**config.mk**
```make
export PLATFORM = sky130hd
export DESIGN_NAME = mysystem_nios2_oci_dct_ctrl_flat
export DESIGN_NICKNAME = d
export VERILOG_FILES = /design/src/rtl/mysystem_nios2_oci_dct_ctrl_if.sv /design/src/rtl/mysystem_nios2_oci_dct_ctrl.sv /design/src/flat_wrapper.sv
export SDC_FILE = /design/constraint.sdc
export NUM_CORES = 1
export LEC_CHECK = 0
export CELL_PAD_IN_SITES_DETAIL_PLACEMENT = 0
export CELL_PAD_IN_SITES_GLOBAL_PLACEMENT = 2
export CORE_UTILIZATION = 31
export CTS_CLUSTER_DIAMETER = 120
export DETAILED_ROUTE_END_ITERATION = 10
export GPL_TIMING_DRIVEN = 0
export HOLD_SLACK_MARGIN = 0.08
export PLACE_DENSITY = 0.86
export SKIP_LAST_GASP = 1
export SYNTH_ARGS = -nofsm -noshare
export SYNTH_HDL_FRONTEND = slang
export SYNTH_SLANG_ARGS = --single-unit
```
**constraint.sdc**
```tcl
create_clock -name clk -period 2.3 [get_ports clk]
set_input_delay 0.46 -clock clk [delete_from_list [all_inputs] [get_ports clk]]
set_output_delay 0.46 -clock clk [all_outputs]
set_load 0.01 [all_outputs]
```
**src/rtl/mysystem_nios2_oci_dct_ctrl_if.sv**
```systemverilog
// Trace-atom producer and packed-word consumer signals of the DCT packer.
// master = atom source / trace storage side, slave = packer.
interface mysystem_nios2_oci_dct_ctrl_if #(
    parameter int ATOM_W    = 2,
    parameter int MAX_ATOMS = 15,
    parameter int CNT_W     = 4
);
    localparam int BUF_W = ATOM_W * MAX_ATOMS;

    logic              trace_en;
    logic              atom_valid;
    logic [ATOM_W-1:0] atom_data;
    logic              flush;
    logic              out_valid;
    logic              out_ready;
    logic [BUF_W-1:0]  out_data;
    logic [CNT_W-1:0]  out_count;
    logic [BUF_W-1:0]  dct_buffer;
    logic [CNT_W-1:0]  dct_count;
    logic              overflow;
    logic              overflow_clr;

    modport master (
        output trace_en, atom_valid, atom_data, flush, out_ready, overflow_clr,
        input  out_valid, out_data, out_count, dct_buffer, dct_count, overflow
    );

    modport slave (
        input  trace_en, atom_valid, atom_data, flush, out_ready, overflow_clr,
        output out_valid, out_data, out_count, dct_buffer, dct_count, overflow
    );
endinterface

```
**src/rtl/mysystem_nios2_oci_dct_ctrl.sv**
```systemverilog
// Packs 2-bit trace atoms into 30-bit words; a completed or flushed word is out_valid the next cycle.
// One-entry output register with valid/ready; while it is held, accumulation continues up to 15 atoms, then atoms drop.
module mysystem_nios2_oci_dct_ctrl #(
    parameter int ATOM_W    = 2,
    parameter int MAX_ATOMS = 15,
    parameter int CNT_W     = 4
) (
    input  logic                            clk,
    input  logic                            reset_n,
    mysystem_nios2_oci_dct_ctrl_if.slave    bus
);
    localparam int BUF_W = ATOM_W * MAX_ATOMS;
    localparam logic [CNT_W-1:0] FULL_CNT = CNT_W'(MAX_ATOMS);

    typedef enum logic [1:0] {
        EMPTY = 2'd0,
        FILL  = 2'd1,
        WAIT  = 2'd2
    } state_t;

    state_t            state_q, state_d;
    logic [BUF_W-1:0]  dct_buffer_q;
    logic [CNT_W-1:0]  dct_count_q;
    logic              flush_pend_q;
    logic              overflow_q;
    logic              out_valid_q;
    logic [BUF_W-1:0]  out_data_q;
    logic [CNT_W-1:0]  out_count_q;

    logic              atom_req;
    logic              accept;
    logic              drop;
    logic              out_free;
    logic              xfer;
    logic              do_xfer;
    logic [BUF_W-1:0]  merged_buf;
    logic [CNT_W-1:0]  merged_cnt;

    assign atom_req = bus.trace_en && bus.atom_valid;
    assign accept   = atom_req && (dct_count_q < FULL_CNT);
    assign drop     = atom_req && (dct_count_q == FULL_CNT);
    assign out_free = !out_valid_q || bus.out_ready;

    // Same-cycle atom is folded in before deciding on a transfer, so an atom
    // arriving with flush (or completing the word) lands in the emitted word.
    always_comb begin
        merged_buf = dct_buffer_q;
        merged_cnt = dct_count_q;
        if (accept) begin
            for (int i = 0; i < MAX_ATOMS; i++) begin
                if (dct_count_q == CNT_W'(i)) begin
                    merged_buf[i*ATOM_W +: ATOM_W] = bus.atom_data;
                end
            end
            merged_cnt = dct_count_q + CNT_W'(1);
        end
    end

    assign xfer    = (merged_cnt == FULL_CNT) ||
                     ((bus.flush || flush_pend_q) && (merged_cnt != '0));
    assign do_xfer = xfer && out_free;

    // Packing state is a view of count/flush_pend; it tracks where the word is.
    always_comb begin
        state_d = state_q;
        if (do_xfer) begin
            state_d = EMPTY;
        end else if (xfer) begin
            state_d = WAIT;
        end else if (merged_cnt != '0) begin
            state_d = FILL;
        end else begin
            state_d = EMPTY;
        end
    end

    always_ff @(posedge clk or negedge reset_n) begin
        if (!reset_n) begin
            state_q <= EMPTY;
        end else begin
            state_q <= state_d;
        end
    end

    always_ff @(posedge clk or negedge reset_n) begin
        if (!reset_n) begin
            dct_buffer_q <= '0;
            dct_count_q  <= '0;
            flush_pend_q <= 1'b0;
        end else if (do_xfer) begin
            dct_buffer_q <= '0;
            dct_count_q  <= '0;
            flush_pend_q <= 1'b0;
        end else begin
            dct_buffer_q <= merged_buf;
            dct_count_q  <= merged_cnt;
            // A flush that cannot be served now is remembered until the output frees.
            if (bus.flush && (merged_cnt != '0)) begin
                flush_pend_q <= 1'b1;
            end
        end
    end

    always_ff @(posedge clk or negedge reset_n) begin
        if (!reset_n) begin
            out_valid_q <= 1'b0;
            out_data_q  <= '0;
            out_count_q <= '0;
        end else if (do_xfer) begin
            out_valid_q <= 1'b1;
            out_data_q  <= merged_buf;
            out_count_q <= merged_cnt;
        end else if (bus.out_ready) begin
            out_valid_q <= 1'b0;
        end
    end

    // Set beats clear when a drop and overflow_clr coincide.
    always_ff @(posedge clk or negedge reset_n) begin
        if (!reset_n) begin
            overflow_q <= 1'b0;
        end else if (drop) begin
            overflow_q <= 1'b1;
        end else if (bus.overflow_clr) begin
            overflow_q <= 1'b0;
        end
    end

    assign bus.out_valid  = out_valid_q;
    assign bus.out_data   = out_data_q;
    assign bus.out_count  = out_count_q;
    assign bus.dct_buffer = dct_buffer_q;
    assign bus.dct_count  = dct_count_q;
    assign bus.overflow   = overflow_q;
endmodule
```
**src/flat_wrapper.sv**
```systemverilog
// flat-port wrapper written by rule: the top's interface ports become plain ports
module mysystem_nios2_oci_dct_ctrl_flat 
#(
    parameter int ATOM_W    = 2,
    parameter int MAX_ATOMS = 15,
    parameter int CNT_W     = 4
)
  (clk, reset_n, bus_trace_en, bus_atom_valid, bus_atom_data, bus_flush, bus_out_ready, bus_overflow_clr, bus_out_valid, bus_out_data, bus_out_count, bus_dct_buffer, bus_dct_count, bus_overflow);
  mysystem_nios2_oci_dct_ctrl_if #(.ATOM_W(ATOM_W), .MAX_ATOMS(MAX_ATOMS), .CNT_W(CNT_W)) bus_i ();
  input  logic clk;
  input  logic reset_n;
  input wire logic [$bits(bus_i.trace_en)-1:0] bus_trace_en;
  input wire logic [$bits(bus_i.atom_valid)-1:0] bus_atom_valid;
  input wire logic [$bits(bus_i.atom_data)-1:0] bus_atom_data;
  input wire logic [$bits(bus_i.flush)-1:0] bus_flush;
  input wire logic [$bits(bus_i.out_ready)-1:0] bus_out_ready;
  input wire logic [$bits(bus_i.overflow_clr)-1:0] bus_overflow_clr;
  output wire logic [$bits(bus_i.out_valid)-1:0] bus_out_valid;
  output wire logic [$bits(bus_i.out_data)-1:0] bus_out_data;
  output wire logic [$bits(bus_i.out_count)-1:0] bus_out_count;
  output wire logic [$bits(bus_i.dct_buffer)-1:0] bus_dct_buffer;
  output wire logic [$bits(bus_i.dct_count)-1:0] bus_dct_count;
  output wire logic [$bits(bus_i.overflow)-1:0] bus_overflow;
  assign bus_i.trace_en = bus_trace_en;
  assign bus_i.atom_valid = bus_atom_valid;
  assign bus_i.atom_data = bus_atom_data;
  assign bus_i.flush = bus_flush;
  assign bus_i.out_ready = bus_out_ready;
  assign bus_i.overflow_clr = bus_overflow_clr;
  assign bus_out_valid = bus_i.out_valid;
  assign bus_out_data = bus_i.out_data;
  assign bus_out_count = bus_i.out_count;
  assign bus_dct_buffer = bus_i.dct_buffer;
  assign bus_dct_count = bus_i.dct_count;
  assign bus_overflow = bus_i.overflow;
  mysystem_nios2_oci_dct_ctrl #(.ATOM_W(ATOM_W), .MAX_ATOMS(MAX_ATOMS), .CNT_W(CNT_W)) u_core (.clk(clk), .reset_n(reset_n), .bus(bus_i));
endmodule
```
* Word-level counts from Yosys, hierarchy flattened
Index checks and enable logic that the tools add are counted.
** Word-level totals
- Bits in registers :: 71
- Input bits :: 9
- Output and inout port bits :: 70
- Word-level logic and storage cells :: 65
** Cells by class
- Equal/unequal tests :: 16
- Order comparisons :: 1
- Reduce and logical (&&, ||, !) cells :: 15
- Muxes and demuxes :: 25
- Add/sub/neg operators :: 1
** Operators by type and width (number)
- $mux 30 :: 2
- $eq 4x4->1 const B :: 9
- $mux 2 :: 15
- $eq 4x3->1 const B :: 4
- $eq 4x2->1 const B :: 2
- $mux 4 :: 2
- $logic_and 1x1->1 :: 6
- $mux 1 :: 6
- $reduce_bool 2->1 :: 3
- $add 4x1->4 const B :: 1
- $eq 4x1->1 const B :: 1
- $logic_not 4->1 :: 1
- $lt 4x4->1 const B :: 1
- $reduce_bool 4->1 :: 1
- $logic_or 1x1->1 :: 3
- $logic_not 1->1 :: 1

* Longest topological paths before layout
- Depth after elaboration :: 8
- Depth in mapped cells :: 9
- Mapped depth without buffers :: 7

* Worst setup path after synthesis
Ideal clock, no wire load.
- Path type :: register -> register
- Start :: register u_core.dct_count_q[0] (netlist: u_core.bus.dct_count[0])
- End :: register u_core.out_count_q[0] (netlist: u_core.bus.out_count[0])
- Path buffers :: 1
- Library setup time :: 0.130 ns
- Path slack :: 0.120 ns
- Stages on the path, launching flop included :: 9
- Data required time :: 2.170 ns
- Arrival :: 2.050 ns
- Clock period less this slack :: 2.180 ns
- Path through :: dfrtp_1 inv_1 ha_1 and3b_1 and3_1 o41ai_2 a21oi_2 buf_2 mux2i_1
** On the way
- Cells in the longest elaborated chain, start to end :: 7
- Elaborated cells on any way between the ends :: 9
- Those cells by class :: add/sub (1); order compare (1); eq/ne (1); mux (1); reduce/logical (5)
** Ends and longest elaborated chain
- start: declaration :: line mysystem_nios2_oci_dct_ctrl.sv:23 : logic [CNT_W-1:0] dct_count_q;
- start signal: assignment :: line mysystem_nios2_oci_dct_ctrl.sv:96 : dct_count_q <= merged_cnt;
- $lt 4x4->1 :: line mysystem_nios2_oci_dct_ctrl.sv:40 : assign accept = atom_req && (dct_count_q < FULL_CNT);
- $logic_and 1x1->1 :: line mysystem_nios2_oci_dct_ctrl.sv:40
- $mux 4 (*) :: line mysystem_nios2_oci_dct_ctrl.sv:49 : if (accept) begin
- $reduce_bool 4->1 :: line mysystem_nios2_oci_dct_ctrl.sv:60 : ((bus.flush || flush_pend_q) && (merged_cnt != '0));
- $logic_and 1x1->1 :: line mysystem_nios2_oci_dct_ctrl.sv:60
- $logic_or 1x1->1 :: line mysystem_nios2_oci_dct_ctrl.sv:59 : assign xfer = (merged_cnt == FULL_CNT) ||
- $logic_and 1x1->1 :: line mysystem_nios2_oci_dct_ctrl.sv:61 : assign do_xfer = xfer && out_free;
- end signal: assignment :: line mysystem_nios2_oci_dct_ctrl.sv:112 : out_count_q <= merged_cnt;
- end: declaration :: line mysystem_nios2_oci_dct_ctrl.sv:28 : logic [CNT_W-1:0] out_count_q;
Mark *: on every way between the ends. The rest lies on a longest branch, timed or not.
A chain may end at the register's enable or synchronous reset.

* Worst setup path in the final report
- Start :: register u_core.dct_count_q[0] (netlist: u_core.bus.dct_count[0])
- End :: register u_core.dct_count_q[0] (netlist: u_core.bus.dct_count[0])
** On the way
- Cells in the longest elaborated chain, start to end :: 8
- Elaborated cells on any way between the ends :: 10
- Those cells by class :: add/sub (1); order compare (1); eq/ne (1); mux (2); reduce/logical (5)
** Ends and longest elaborated chain
- $lt 4x4->1 :: line mysystem_nios2_oci_dct_ctrl.sv:40
- $logic_and 1x1->1 :: line mysystem_nios2_oci_dct_ctrl.sv:40
- $mux 4 (*) :: line mysystem_nios2_oci_dct_ctrl.sv:49
- $reduce_bool 4->1 :: line mysystem_nios2_oci_dct_ctrl.sv:60
- $logic_and 1x1->1 :: line mysystem_nios2_oci_dct_ctrl.sv:60
- $logic_or 1x1->1 :: line mysystem_nios2_oci_dct_ctrl.sv:59
- $logic_and 1x1->1 :: line mysystem_nios2_oci_dct_ctrl.sv:61
- $mux 4 (*) :: line mysystem_nios2_oci_dct_ctrl.sv:90 : end else if (do_xfer) begin
Marks and branches as above.

==> reports/metrics.cfg <==
[status]
outcome = completed

[critical_path]
worstPathRequired_ns = 2.57
cp_max_fo = 10
endpoint_kind = flop
r2r-end = u_core.bus.dct_count[0]$_DFF_PN0_
critPathLaunch = u_core.bus.dct_count[0]$_DFF_PN0_
worstPathArrival_ns = 2.46
crit_path_max_incr_delay_ns = 0.43
cpLargestDelayFamily = simple AND/OR/NAND/NOR gates
ff2ff_setup_slack_ns = 0.11
worstSetupPathType = reg2reg
rr_worst_depth = 9
path_buf_inv = 3
cp-start-kind = flop
path_cells = inv_1 -> ha_1 -> and3b_1 -> and3_1 -> o41ai_4 -> a21oi_4 -> buf_6 -> buf_6 -> nor2_1
cp_common_cell = buf_6
crit_path_top_delay_cell = dfrtp_2
endpoint = u_core.bus.dct_count[0]$_DFF_PN0_
reg2reg_from = u_core.bus.dct_count[0]$_DFF_PN0_
crit_cells = 9

[placed_design]
dp_hpwl_um = 5370
place_congestion = 0.819
io_buffer_count = 78

[routing]
wl_per_cell_um = 15.0
drc = 0
ant_nets = 0
drt_iter0_drc = 45
via_per_inst = 4.49
vias = 2285
drtPass1Iterations = 4
drt_wl_total_um = 7660

[synth]
synth.top_cell.area_share = 0.565
synth_edf_count = 0
postSynthCellCount = 277
async_flop_share = 1.00
synth-seq-area-share = 0.565
synth_flop_cell = dfrtp_1
syn_nets = 290
synth_area_mm2 = 0.00315
synth_most_common_cell = dfrtp_1
synth.ff_latch_count = 71
synth_top_cell_by_area = dfrtp_1
synthTopCellsByCount = 71 x dfrtp_1, 65 x mux2i_1, 47 x nor2_1
ys_types = 33
syn_area_per_cell_um2 = 11.4
synth.top_cells.by_area = dfrtp_1 56%, mux2i_1 21%, nor2_1 5.6%, inv_1 4.3%, ha_1 1.6%
yosys_warnings = 0

[sta]
min_period_ns = 2.19
relSlewSlack = 0.399
setup_viol = 0
worstMarginPinSlew_ns = 0.902
fin_crit_sh = 0.953
skew_ns = 0.00979
fmax_mhz = 456
holdWs_ns = 0.246
slew_violations = 0
finalHoldViolations = 0

[flow_run]
drv_cap = 0

[min_path]
hp-class = in2async

[grt]
grt.busiest_layer = met2
grt_pass1_vias = 2458
grt_pass1_wl_um = 12500
grt_use_met2 = 0.250
grt_remaining_overflow = 0
antenna_found_initial = 0
global_route.usage.met3 = 0.0502
grt.total_usage = 0.160
grt_max_degree = 72
gr-usage-met1 = 0.212

[die]
rows = 36
core_mm2 = 0.00982
dieHeight_um = 103
io_pins = 79
start_util = 0.320
die-width_um = 103
dieArea_mm2 = 0.0106

[clocking]
tritoncts = done
root_buffer = clkbuf_8
h-tree-depth = 3
numCtsBuffers = 9
cts.sink_count = 71
clockBufferDepth = 2
clk_transition_reported_paths_ns = 0.08
clk_latency_ns = 0.34
cts_hold_buf = 0

[power_and_ir_drop]
power_density_mw_per_mm2 = 919
leakage_nw = 1.95
peakVddDrop_mv = 0.320
p_total_mw = 4.03

[layout]
drive_gt1_frac = 0.114
antennaDiodeCount = 0
synthToLayoutAreaGrowth_pct = 39.4
fillers = 991
layout.nets = 384

[cell usage in the layout (no fill, tap or decap), drive strengths merged, types with 3 or more instances in the layout]
master	n
ha	4
mux2i	65
a21oi	3
nor2	47
nor3	3
inv	36
dfrtp	71
clkdlybuf4s50	75
nand3	6
clkinv	3
clkbuf	13
buf	16
nand2	7
[worst min path at each step]
stage | from | to | slack, ns | depth (start not counted)
finish | reset_n | u_core.bus.out_data[27]$_DFFE_PN0P_ | 0.25 | 1
global route | reset_n | u_core.bus.out_count[0]$_DFFE_PN0P_ | 0.29 | 1
CTS | reset_n | u_core.bus.out_count[0]$_DFFE_PN0P_ | 0.27 | 1
floorplan | reset_n | u_core.bus.dct_buffer[0]$_DFF_PN0_ | 0.16 | 0
detailed placement | u_core.bus.out_count[2]$_DFFE_PN0P_ | u_core.bus.out_count[2]$_DFFE_PN0P_ | 0.51 | 2
global placement | u_core.bus.out_count[2]$_DFFE_PN0P_ | u_core.bus.out_count[2]$_DFFE_PN0P_ | 0.51 | 2
[logic make-up after synthesis]
kind of cell,after synthesis,synth area share
and+or+nand+nor,72,0.0978
xor gates and xnor gates,2,0.00557
AOI/OAI and AO/OA,12,0.0298
buffers and inverters,49,0.0724
DFF,71,0.565
adders and majority gates,4,0.0159
muxes,67,0.214
[registers in the layout, summed over array words and instances (netlist names)]
signal / flops
u_core.bus.out_valid: 1
u_core.bus.out_count: 4
u_core.bus.out_data: 30
u_core.bus.dct_count: 4
u_core.bus.overflow: 1
u_core.flush_pend_q: 1
u_core.bus.dct_buffer: 30
[report_power, final]
part	total (mW)	switching (mW)	internal, mW
Combinational	1.52	0.778	0.737
Clock	0.990	0.466	0.524
Sequential	1.53	0.115	1.41
Total	4.03	1.36	2.67
[stage by stage]
stage          setup slack (ns)  setup TNS [ns]  std cells  area [µm²]  utilization
4_1_cts                  0.0268               0        508        4360        0.444
3_3_place_gp              -1.66         -133.86        488        4090        0.417
3_5_place_dp             -0.319          -17.11        488        4090        0.417
6_report                  0.107               0        509        4390        0.447
5_1_grt                -0.00433        -0.00433        509        4390        0.447
2_1_floorplan             0.120               0        277        3150            -
[cell type report]
class | instances | area, µm² | share of cell area
Sequential cell | 71 | 1780 | 0.406
Clock inverter | 6 | 60.1 | 0.0137
Inverter | 36 | 135 | 0.0308
Clock buffer | 10 | 138 | 0.0314
Tap cell | 133 | 166 | 0.0379
Buffer | 13 | 105 | 0.0240
Timing Repair Buffer | 83 | 821 | 0.187
Multi-Input combinational cell | 157 | 1180 | 0.269
[per-layer routing]
metal | routed length [µm] | part of all wire | vias to the layer above
li1 | - | - | 1090
met1 | 3620 | 0.47 | 1124
met2 | 3510 | 0.46 | 62
met3 | 391 | 0.051 | 9
met4 | 136 | 0.018 | 0
met5 | 0 | 0 | -
[worst register-to-register path: stages (launching register included)]
cell	delay (ns)
dfrtp_2	0.43
inv_1	0.09
ha_1	0.35
and3b_1	0.17
and3_1	0.18
o41ai_4	0.30
a21oi_4	0.14
buf_6	0.19
buf_6	0.15
nor2_1	0.12
[repair_timing]
| item | 4_1_cts | 5_1_grt |
|---|---|---|
| setup endpoints to repair | 67 | 39 |
| pin swaps | 0 | 2 |
| buffers inserted | 4 | 1 |
| gates cloned | 0 | 0 |
| resized for setup | 8 | 6 |
No activity file was read; power rests on OpenSTA's default activity.
==> patch 1: new RTL, config.mk and constraints unchanged <==
`MAX_ATOMS` is set to 15 in 3 places; all go to 30.
--- a/src/rtl/mysystem_nios2_oci_dct_ctrl_if.sv
+++ b/src/rtl/mysystem_nios2_oci_dct_ctrl_if.sv
@@ -3,5 +3,5 @@
 interface mysystem_nios2_oci_dct_ctrl_if #(
     parameter int ATOM_W    = 2,
-    parameter int MAX_ATOMS = 15,
+    parameter int MAX_ATOMS = 30,
     parameter int CNT_W     = 4
 );
--- a/src/rtl/mysystem_nios2_oci_dct_ctrl.sv
+++ b/src/rtl/mysystem_nios2_oci_dct_ctrl.sv
@@ -3,5 +3,5 @@
 module mysystem_nios2_oci_dct_ctrl #(
     parameter int ATOM_W    = 2,
-    parameter int MAX_ATOMS = 15,
+    parameter int MAX_ATOMS = 30,
     parameter int CNT_W     = 4
 ) (
--- a/src/flat_wrapper.sv
+++ b/src/flat_wrapper.sv
@@ -3,5 +3,5 @@
 #(
     parameter int ATOM_W    = 2,
-    parameter int MAX_ATOMS = 15,
+    parameter int MAX_ATOMS = 30,
     parameter int CNT_W     = 4
 )
Interface: changed (resized bus_dct_buffer and bus_out_data); port bits go from 79 to 139. No check against the original RTL was run, so the function may have changed too.
==> patch 1 against the original RTL <==
- total power up 110%
- synthesized cell count up 69%
- cell area up 91%
- cell count up 73%
- first-iteration DRC count rose to 4.3 times the old value
- highest routed layer unchanged
- routed wire length up 100%
- worst setup slack worse by 0.067 ns
- count of clock-buffer cells in the layout up 13
- sequential cell count up 60
- synthesized area up 77%
- global-route usage up 1.3 points
==> patch 1: results (changes against the original RTL) <==
* Hold Path Class: reg -> reg
* Worst slew margin at 42.70% (+2.8 points)
* Cts repair resizes at 11 (+3)
* M1 GR Usage at 21.74% (+0.54 points)
* Routed wl met3 at 1019 um (+160%)
* Most frequent cells after synthesis: dfrtp_1 (131), mux2i_1 (122), inv_1 (68), nor2_1 (68), nand2_1 (15)
* Sequential share of the synthesized area at 58.96% (+2.5 points)
* Leakage power at 0.003986 uW (+100%)
* NumNets Final at 659 (+72%)
* Crit-path leading delay family: compound AO/OA/AOI/OAI gates
* First-pass GRT wire length at 23230 um (+86%)
* Worst-Skew Late Latency at 0.42 ns (+0.08 ns)
* Syn_nets at 480 (+66%)
* Routed length per instance at 17.65 um (+17%)
* Ratio of cells with drive above 1 in the final layout at 14.89% (+3.5 points)
* Worst vdd ir at 0.0005174 V (+62%)
* Worst-path fanout max at 9 (-1)
* CTS hold repair buffers at 1 (+1)
* Via density per instance at 4.533 (+0.98%)
* Status: completed
* Synthesized area per cell at 11.91 um^2 (+4.8%)
* Arrival time worst endpoint at 2.57 ns (+0.11 ns)
* Power in the clock group at 2800 uW (+180%)
* CTS H-Tree Depth at 4 (+1)
* Switching share of power at 30.09% (-3.6 points)
* Comb pwr share at 36.0% (-1.6 points)
* Fill count at 1592 (+61%)
* Worst slack, placed at -0.6568 ns (-0.3373 ns)
* Clock transition at path regs at 0.06 ns (-0.02 ns)
* DP Area at 7232 um^2 (+77%)
* P_int at 6035 uW (+130%)
* Met1 WL at 6978 um (+93%)
* FMAX at 442.4 MHz (-3.0%)
## patch 1: cells by family (layout without fill, tap and decap cells)
family                     count (synthesis)  in the layout  share of synthesized area (%)
and+or+nand+nor                           99             99                          7.516
buffers and inverters                     92            283                          7.786
DFF                                      131            131                          58.96
adders and majority gates                  4              4                         0.9001
muxes                                    123            123                          22.16
AOI/OAI and AO/OA                         18             18                          2.678
## patch 1: cell type report
| cell class | instances | area (um^2) | share of cell area (%) |
|---|---|---|---|
| tap | 225 | 281.5 | 3.357 |
| inverter | 68 | 255.2 | 3.043 |
| sequential | 131 | 3281 | 39.12 |
| clock buffer | 23 | 488.0 | 5.818 |
| buffer | 24 | 286.5 | 3.416 |
| timing repair buffer | 160 | 1714 | 20.44 |
| multi-input combinational | 244 | 1956 | 23.32 |
| clock inverter | 8 | 125.1 | 1.492 |
==> patch 2: new RTL, config.mk and constraints unchanged <==
Without the edit above. Reset style: synchronous (`reset_n`), changed in 4 clocked blocks.
--- a/src/rtl/mysystem_nios2_oci_dct_ctrl.sv
+++ b/src/rtl/mysystem_nios2_oci_dct_ctrl.sv
@@ -75,5 +75,5 @@
     end
 
-    always_ff @(posedge clk or negedge reset_n) begin
+    always_ff @(posedge clk) begin
         if (!reset_n) begin
             state_q <= EMPTY;
@@ -83,5 +83,5 @@
     end
 
-    always_ff @(posedge clk or negedge reset_n) begin
+    always_ff @(posedge clk) begin
         if (!reset_n) begin
             dct_buffer_q <= '0;
@@ -102,5 +102,5 @@
     end
 
-    always_ff @(posedge clk or negedge reset_n) begin
+    always_ff @(posedge clk) begin
         if (!reset_n) begin
             out_valid_q <= 1'b0;
@@ -117,5 +117,5 @@
 
     // Set beats clear when a drop and overflow_clr coincide.
-    always_ff @(posedge clk or negedge reset_n) begin
+    always_ff @(posedge clk) begin
         if (!reset_n) begin
             overflow_q <= 1'b0;
Formal check against the unedited RTL: differs if reset_n is asserted again (counterexample within 4 cycles, from zero or initial values and one cycle with reset_n low); with reset_n held inactive, the same outputs for 4 cycles.
==> patch 2 against the original RTL <==
- critical path depth is 1 lower
- utilization about the same
- routed wire length rose by 2.2%
- sequential cell count unchanged
- count of clock-buffer cells in the layout increased by 1
- first-iteration DRC count increased by 16%
- synthesized area down 0.87%
- worst setup slack worse by 0.0039 ns
- cell area decreased by 0.54%
- die area is 0.86% lower
- global-route usage down 0.13 points
Power is not compared: it rests on default switching activity, and its combinational part moved more than twofold at a synthesized area within 25%.
==> patch 2: results (changes against the original RTL) <==
* Seq group at around 1300 uW
* First-pass GRT wire length at 12540 um (+0.34%)
* Sequential share of the synthesized area at 45.57% (-11 points)
* Fill count at 1002 (+1.1%)
* M1 GR Usage at 21.21% (about the same)
* Largest family of logic cells by synthesized area: multiplexers
* Worst Tran Pin Value at 0.5596 ns (-0.3426 ns)
* Post-synthesis compound-gate area fraction at 6.418% (+3.4 points)
* Status: completed
* Critical path's largest stage delay at 0.41 ns (-0.02 ns)
* M2 GR Usage at 25.35% (+0.32 points)
* Comb pwr share at a little under a tenth
* Most frequent cells after synthesis: nand2_1 (75), dfxtp_1 (71), mux2i_1 (33), nor2_1 (33), mux2_2 (30)
* DP Area at 4056 um^2 (-0.86%)
* Clk buf depth at 2 (unchanged)
* Adder-cell share of the synthesized area at 1.604% (+0.014 points)
* Final GP Congestion at 0.7948 (-3.0%)
* Worst slack, placed at -0.3814 ns (-0.06189 ns)
* NumNets Final at 428 (+11%)
* Leakage power at ~0.0018 uW
* DP Cell Count at 534 (+9.4%)
* Xor and xnor fraction of the mapped netlist area at 0.5616% (+0.0049 points)
* Cts repair resizes at 5 (-3)
* Ratio of cells with drive above 1 in the final layout at 17.14% (+5.7 points)
* Post-synthesis mux area share at 21.78% (+0.39 points)
* 1st-pass router iterations at 4 (unchanged)
* DR WL met2 at 3545 um (+1.1%)
* PortBufs at 77 (-1.3%)
* Syn_nets at 337 (+16%)
* Drt total wl at 7825 um (+2.2%)
* Hold Path Class: reg -> reg
* Routed wl met3 at 393 um (+0.51%)
* Drt initial violations at 52 (+16%)
* Top FF cell, synth: dfxtp_1
* DR top layer: met4
* Worst path slowest cell: dfxtp_4
* Post-DP HPWL at 5644 um (+5.1%)
* Final Skew at 0.009552 ns (-0.0002403 ns)
* Post-CTS setup buffer count at 1 (-3)
* Arrival time worst endpoint at 2.42 ns (-0.04 ns)
* Vias in the first global route at 2510 (+2.1%)
* Async set or reset register ratio after synthesis at 0% (-100 points)
* GR Util All Layers at 15.86% (-0.13 points)
* Cell count after synthesis at 324 (+17%)
* P_int at between 2000 and 2500 uW
* Number of diodes at 0 (unchanged)
* Worst-path fanout max at 8 (-2)
* Via density per instance at 4.508 (+0.42%)
* Non-filler instance count after layout at 553 (+8.6%)
* Met1 WL at 3807 um (+5.1%)
* Top cells by area, synth: dfxtp_1 (46%), mux2_2 (11%), mux2i_1 (11%)
* Largest net degree at the start of global routing at 13 (-82%)
* Crit-path leading delay family: compound AO/OA/AOI/OAI gates
* Synth cell types at 41 (+24%)
* CTS H-Tree Depth at 3 (unchanged)
* Clock Tree Root: clkbuf_8
* Met3 usage at 3.625% (-1.4 points)
patch 2: cell types whose count changed after synthesis, sizes merged, moves of 8 or more:
cell and delta:
mux2i -32, mux2 +29, dfxtp +71, inv -30, clkbuf +8, dfrtp -71, nor2 -14, nand2 +68
patch 2: area by class of cell:
class / count / area, um^2 / area share (%)
multi-input cells: 227 / 1569 / 35.97
flip-flops and latches: 71 / 1429 / 32.76
repair buffers: 80 / 798.3 / 18.30
well taps: 133 / 166.4 / 3.815
plain buffers: 20 / 135.1 / 3.098
clock buffers: 11 / 131.4 / 3.012
clock inverters: 5 / 106.4 / 2.438
inverters: 6 / 26.28 / 0.6024
patch 2: path summary, 6_finish.rpt:
kind                           start                       to  slack (ns)  cells past startpoint
max          u_core.bus.dct_count[0]  u_core.bus.out_count[1]        0.10                      8
min           u_core.bus.out_data[3]   u_core.bus.out_data[3]        0.46                      2
max reg2reg  u_core.bus.dct_count[0]  u_core.bus.out_count[1]        0.10                      8
min reg2reg   u_core.bus.out_data[3]   u_core.bus.out_data[3]        0.46                      2
